## src/rtl/toy_bus_pkg.sv

```systemverilog
// rtl/toy_bus_pkg.sv - ToyBusReq field widths, payload struct and pack/unpack helpers
package toy_bus_pkg;

  localparam int ADDR_W   = 32;
  localparam int STRB_W   = 32;
  localparam int DATA_W   = 256;
  localparam int OPC_W    = 1;
  localparam int SRC_ID_W = 4;
  localparam int TGT_ID_W = 4;
  localparam int SB_W     = 32;

  localparam int REQ_PLD_W = ADDR_W + STRB_W + DATA_W + OPC_W + SRC_ID_W + TGT_ID_W + SB_W;

  typedef struct packed {
    logic [ADDR_W-1:0]   addr;
    logic [STRB_W-1:0]   strb;
    logic [DATA_W-1:0]   data;
    logic [OPC_W-1:0]    opcode;
    logic [SRC_ID_W-1:0] src_id;
    logic [TGT_ID_W-1:0] tgt_id;
    logic [SB_W-1:0]     sideband;
  } toy_bus_req_t;

  function automatic logic [REQ_PLD_W-1:0] pack_req(input toy_bus_req_t r);
    return r;
  endfunction

  function automatic toy_bus_req_t unpack_req(input logic [REQ_PLD_W-1:0] p);
    return toy_bus_req_t'(p);
  endfunction

endpackage

```

## src/rtl/toy_bus_age_mtx_n.sv

```systemverilog
// rtl/toy_bus_age_mtx_n.sv - N-way age matrix: age[i][j]=1 means j is older than i
module toy_bus_age_mtx_n
  import toy_bus_pkg::*;
#(
  parameter int WIDTH = 4
) (
  input  logic             clk,
  input  logic             rst,
  input  logic [WIDTH-1:0] req,
  input  logic [WIDTH-1:0] upd,
  output logic [WIDTH-1:0] sel
);

  logic [WIDTH-1:0] age [WIDTH];

  // upd is one-hot: the updated channel becomes younger than every other one
  always_ff @(posedge clk or posedge rst) begin
    if (rst) begin
      for (int i = 0; i < WIDTH; i++)
        for (int j = 0; j < WIDTH; j++)
          age[i][j] <= (j < i);
    end else begin
      for (int i = 0; i < WIDTH; i++)
        for (int j = 0; j < WIDTH; j++)
          if (i != j) begin
            if (upd[i])
              age[i][j] <= 1'b1;
            else if (upd[j])
              age[i][j] <= 1'b0;
          end
    end
  end

  always_comb begin
    sel = '0;
    for (int i = 0; i < WIDTH; i++)
      sel[i] = req[i] & ~|(age[i] & req);
  end

endmodule

```

## src/rtl/toy_bus_age_arb_lock.sv

```systemverilog
// rtl/toy_bus_age_arb_lock.sv - oldest-first N-input arbiter with packet lock and optional skid output
module toy_bus_age_arb_lock
  import toy_bus_pkg::*;
#(
  parameter int NUM_IN    = 4,
  parameter int PLD_W     = REQ_PLD_W,
  parameter int LOCK_EN   = 1,
  parameter int MAX_BURST = 8,
  parameter int OUT_REG   = 0
) (
  input  logic                       clk,
  input  logic                       rst,
  input  logic [NUM_IN-1:0]          in_vld,
  output logic [NUM_IN-1:0]          in_rdy,
  input  logic [NUM_IN*PLD_W-1:0]    in_pld,
  input  logic [NUM_IN-1:0]          in_lock,
  output logic                       out_vld,
  input  logic                       out_rdy,
  output logic [PLD_W-1:0]           out_pld,
  output logic [$clog2(NUM_IN)-1:0]  out_src
);

  localparam int IDX_W = $clog2(NUM_IN);
  localparam int CNT_W = $clog2(MAX_BURST);

  localparam logic [0:0] ST_IDLE   = 1'b0;
  localparam logic [0:0] ST_LOCKED = 1'b1;

  function automatic logic [IDX_W-1:0] oh2idx(input logic [NUM_IN-1:0] oh);
    logic [IDX_W-1:0] idx;
    idx = '0;
    for (int i = 0; i < NUM_IN; i++)
      if (oh[i])
        idx = idx | IDX_W'(i);
    return idx;
  endfunction

  logic [NUM_IN-1:0] sel, gnt, acc;
  logic [0:0]        state;
  logic [IDX_W-1:0]  lock_idx, gnt_idx, acc_idx;
  logic [CNT_W-1:0]  beat_cnt;
  logic              push_ok, acc_any, acc_lock;
  logic [PLD_W-1:0]  fwd_pld;

  toy_bus_age_mtx_n #(.WIDTH(NUM_IN)) u_age (
    .clk (clk),
    .rst (rst),
    .req (in_vld),
    .upd (acc),
    .sel (sel)
  );

  // While locked the grant is pinned even if the owner is momentarily idle
  always_comb begin
    gnt = '0;
    if (LOCK_EN != 0 && state == ST_LOCKED)
      gnt[lock_idx] = 1'b1;
    else
      gnt = sel;
  end

  assign in_rdy   = rst ? '0 : (gnt & {NUM_IN{push_ok}});
  assign acc      = in_rdy & in_vld;
  assign acc_any  = |acc;
  assign acc_lock = |(acc & in_lock);
  assign acc_idx  = oh2idx(acc);
  assign gnt_idx  = oh2idx(gnt);

  always_comb begin
    fwd_pld = '0;
    for (int i = 0; i < NUM_IN; i++)
      fwd_pld = fwd_pld | (in_pld[i*PLD_W +: PLD_W] & {PLD_W{gnt[i]}});
  end

  always_ff @(posedge clk or posedge rst) begin
    if (rst) begin
      state    <= ST_IDLE;
      lock_idx <= '0;
      beat_cnt <= '0;
    end else if (LOCK_EN != 0 && acc_any) begin
      if (state == ST_IDLE) begin
        if (acc_lock) begin
          state    <= ST_LOCKED;
          lock_idx <= acc_idx;
          beat_cnt <= CNT_W'(1);
        end
      end else if (!acc_lock || beat_cnt == CNT_W'(MAX_BURST - 1)) begin
        state    <= ST_IDLE;
        beat_cnt <= '0;
      end else begin
        beat_cnt <= beat_cnt + CNT_W'(1);
      end
    end
  end

  generate
    if (OUT_REG == 0) begin : g_comb
      logic gnt_vld;
      assign gnt_vld = |(gnt & in_vld);
      assign push_ok = out_rdy;
      assign out_vld = ~rst & gnt_vld;
      assign out_pld = fwd_pld;
      assign out_src = out_vld ? gnt_idx : '0;
    end else begin : g_skid
      logic [1:0]       cnt;
      logic [PLD_W-1:0] head_pld, skid_pld;
      logic [IDX_W-1:0] head_src, skid_src;
      logic             push, pop;

      // Ready comes only from the occupancy register, never from out_rdy
      assign push_ok = (cnt != 2'd2);
      assign push    = acc_any;
      assign pop     = (cnt != 2'd0) & out_rdy;

      always_ff @(posedge clk or posedge rst) begin
        if (rst) begin
          cnt      <= 2'd0;
          head_pld <= '0;
          head_src <= '0;
          skid_pld <= '0;
          skid_src <= '0;
        end else begin
          case (cnt)
            2'd0: if (push) begin
              head_pld <= fwd_pld;
              head_src <= gnt_idx;
              cnt      <= 2'd1;
            end
            2'd1: if (push && pop) begin
              head_pld <= fwd_pld;
              head_src <= gnt_idx;
            end else if (push) begin
              skid_pld <= fwd_pld;
              skid_src <= gnt_idx;
              cnt      <= 2'd2;
            end else if (pop) begin
              cnt <= 2'd0;
            end
            default: if (pop) begin
              head_pld <= skid_pld;
              head_src <= skid_src;
              cnt      <= 2'd1;
            end
          endcase
        end
      end

      assign out_vld = (cnt != 2'd0);
      assign out_pld = head_pld;
      assign out_src = head_src;
    end
  endgenerate

endmodule

```

## config.mk

```make
export PLATFORM = sky130hd
export DESIGN_NAME = toy_bus_age_arb_lock
export DESIGN_NICKNAME = d
export VERILOG_FILES = /design/src/rtl/toy_bus_pkg.sv /design/src/rtl/toy_bus_age_mtx_n.sv /design/src/rtl/toy_bus_age_arb_lock.sv
export SDC_FILE = /design/constraint.sdc
export NUM_CORES = 1
export LEC_CHECK = 0
export CAP_MARGIN = 20
export CORE_AREA = 2 2 706 708
export DETAILED_ROUTE_END_ITERATION = 6
export DIE_AREA = 0 0 708 710
export PLACE_DENSITY = 0.3
export SLEW_MARGIN = 20
export SYNTH_ARGS = -nofsm -noshare
export SYNTH_HDL_FRONTEND = slang
export SYNTH_SLANG_ARGS = --single-unit
export TNS_END_PERCENT = 50
```

## constraint.sdc

```tcl
create_clock -name clk -period 2.4 [get_ports clk]
set_clock_uncertainty 0.1 [all_clocks]
set_input_delay 0.48 -clock clk [delete_from_list [all_inputs] [get_ports clk]]
set_output_delay 0.48 -clock clk [all_outputs]
set_load 0.02 [all_outputs]
```

==> summary.txt <==
Clock network
  – Clock Path Buffers: 2
  – H-Tree Depth: 1
  – CTS tree: yes
  – Worst-Skew Late Latency: 250 ps
  – CTS Root Cell: clkbuf_16
  – Num Clock Sinks: 18
  – Reg clk slew, reported paths: ~60 ps
  – Total CTS buffers: 3
  – CTS Hold Bufs: 0

Floorplan
  – Die Y: approximately 710 um
  – Core Area: around 500,000 um^2
  – Total Die Area: about 500,000 um^2
  – Ports: 1,823
  – Starting Density: around 1.8%
  – Row count: 259
  – Die Span X: 708 um

Drt
  – WL final: 435 mm
  – Vias per std cell: 2.46
  – Pre-antenna DRT Iters: 5
  – Vias: 23.7k
  – WL per Instance: 45.3 um
  – ANT nets after route: 0
  – Drt drc: 0
  – DRT iter0 DRCs: 1,845

GRT
  – Antenna violations before repair: 501
  – First-pass GRT wire length: 483 mm
  – Vias in the first global route: 22.3k
  – Overflow after GRT: 0
  – Gr usage total: 16.4%
  – Pin count of the biggest net entering global routing: 40

Critical path
  – R2r startpoint: u_age.age[10]$_DFFE_PP0P_
  – Reg2reg end: lock_idx[0]$_DFFE_PP0P_
  – Max FO, Critical Path: 10
  – Critical Path RT: 1820 ps
  – Flop2flop setup slack: -200 ps
  – CP startpoint kind: flip-flop
  – Worst setup EP type: output port
  – CP Class: reg2out
  – Worst R2R Path Depth: 10
  – Critical Path AT: 2800 ps

Timing
  – Fin crit share: 141%
  – Fin. max-slew vios: 0
  – Fin crit period: 3380 ps
  – Slack of the critical path: -983 ps
  – Final setup vio count: between 300 and 400
  – Worst-Margin Slew: 870 ps
  – Final hold vios: 0
  – Peak Freq: 296 MHz
  – Slew headroom: a little over two fifths
  – RSZ-0062 raised after global routing: true

Logic synthesis
  – Synth top cells by count: a22o_1, a221o_1, clkbuf_1, buf_6, buf_2
  – Post-synthesis adder-cell area fraction: 0.282%
  – Post-synth top flop: dfrtp_1
  – Compound-Gate Fraction of Synth Area: 79.0%
  – Number of synthesized register bits: 18
  – Area contributors post-synth: a221o_1, a22o_1, buf_6
  – Top-count cell post-synth: a22o_1
  – Synthesized cell area: 8870 um^2
  – Sequential area share after synthesis: under 10%
  – Mapped Cells: 996
  – Post-Synth Simple-Gate Area: between 2 and 3%
  – Library cells used by synthesis: 39
  – Synth Area in XOR/XNOR: 0%
  – Avg Cell Area, Syn: 8.90 um^2
  – Yosys top cell area share: 40.8%
  – Largest family of logic cells by synthesized area: compound AO/OA/AOI/OAI gates
  – Post-synth EDFFs: 0
  – Post-synthesis mux area share: less than 1%
  – Yosys Warn Count: 4
  – Synthesized Nets: between 2k and 2.5k
  – Cell accounting for the most synthesized area: a221o_1
  – Ys async rst share: 100%

Worst hold path
  – Hold path depth: 2
  – Hold crit path type: reg2reg
  – End of the worst hold path: u_age.age[5]$_DFFE_PP1P_
  – HP Start: u_age.age[5]$_DFFE_PP1P_

Power and ir drop
  – Tot Pwr: 59,700 uW
  – Maximum VDD drop: 0.000717 V
  – Pwr dens: 1390 nW/um^2
  – Leakage power: 0.0149 uW

Run
  – Max-capacitance violation count: 0

Outcome
  – Violated checks: setup timing
  – Outcome: complete, but fails checks

Placed design
  – Gp weighted congestion: ~1.0
  – Dpl ws: -2560 ps
  – PortBufs: ~1.8k
  – Post-DP HPWL: 407 mm

Cells and area
  – Area growth, synth to finish: 385%
  – Layout cells sized above 1: between 20 and 30%
  – FILL cells: 57.3k
  – Nets@finish: 4,452
[timing repair]
| action | in CTS | in global routing |
|---|---|---|
| setup endpoints to repair | 386 | 374 |
| gates cloned | 11 | 8 |
| hold endpoints to repair | 0 | 0 |
| pin swaps | 92 | 36 |
| setup buffers | 40 | 27 |
| resized for setup | 445 | 153 |
[metrics by stage]
stage	utilization, %	hold slack [ps]	TNS (ps)	instance area [um^2]	instances
floorplan	-	323	-33690	8900	996
global placement	8.12	373	-726850	40300	9454
detailed placement	8.12	365	-705270	40300	9454
CTS	8.43	377	-292650	41700	9491
global route	8.66	381	-307340	42900	9569
finish	8.68	377	-290290	43000	9616
[critical path, cell delays in order (launching register included)]
cell	delay [ps]
dfrtp_2	460
nor2b_2	190
a32o_4	320
buf_16	180
buf_16	250
buf_6	120
a22o_4	260
buf_12	130
a221o_1	330
buf_12	160
[per-layer routing]
metal	global-route usage, %	routed length, um	vias up
li1	-	-	8867
met1	18.3	164000	11500
met2	27.3	202000	2110
met3	8.24	52600	921
met4	4.20	15400	270
met5	0	1760	-
[registers in the layout (all words and copies together) (netlist names)]
register,flops
state,1
beat_cnt,3
u_age.age,12
lock_idx,2
[placed cells by master (no fill, tap or decap), drive strengths merged, types with 4 or more instances in the layout]
cell type	Yosys	layout
a221o	361	361
a21o	4	4
a41oi	4	4
nand2	26	26
buf	105	698
dfstp	6	6
nand4	5	5
dfrtp	12	12
inv	4	4
clkbuf	60	13
a22oi	4	4
clkdlybuf4s50	0	1450
diode	0	97
a22o	362	362
[final cells by class]
class	count	area [um^2]	area share [%]
Inverter	4	15.0	0.0349
Antenna cell	97	243	0.564
Multi-Input combinational cell	809	8590	20.0
Tap cell	6525	8160	19.0
Clock buffer	4	88.8	0.207
Sequential cell	18	459	1.07
Timing Repair Buffer	2159	25400	59.2
[report_power, final]
part           internal [uW]  total (uW)  switching [uW]
Combinational          27500       58700           31200
Clock                    254         379             125
Sequential               487         647             159
Total                  28200       59700           31500
[worst max-delay path by stage]
stage	to	cells after the start	start
after floorplan	out_pld[100]	8	in_vld[1]
after global placement	out_pld[280]	10	in_vld[2]
after detailed placement	out_pld[280]	10	in_vld[2]
after CTS	out_pld[90]	9	u_age.age[8]$_DFFE_PP1P_
after global routing	out_pld[90]	9	state$_DFFE_PP0P_
final	out_pld[184]	9	state$_DFFE_PP0P_
[cells by family (layout without fill, tap and decap cells)]
kind of cell,count (synthesis),in the layout
AO/OA/AOI/OAI,751,751
adder cells (fa/ha/maj),2,2
buffers and inverters,169,2167
flip-flops,18,18
multiplexers,4,4
other,0,97
AND/OR/NAND/NOR,52,52
Power figures use the tool's default switching activity.
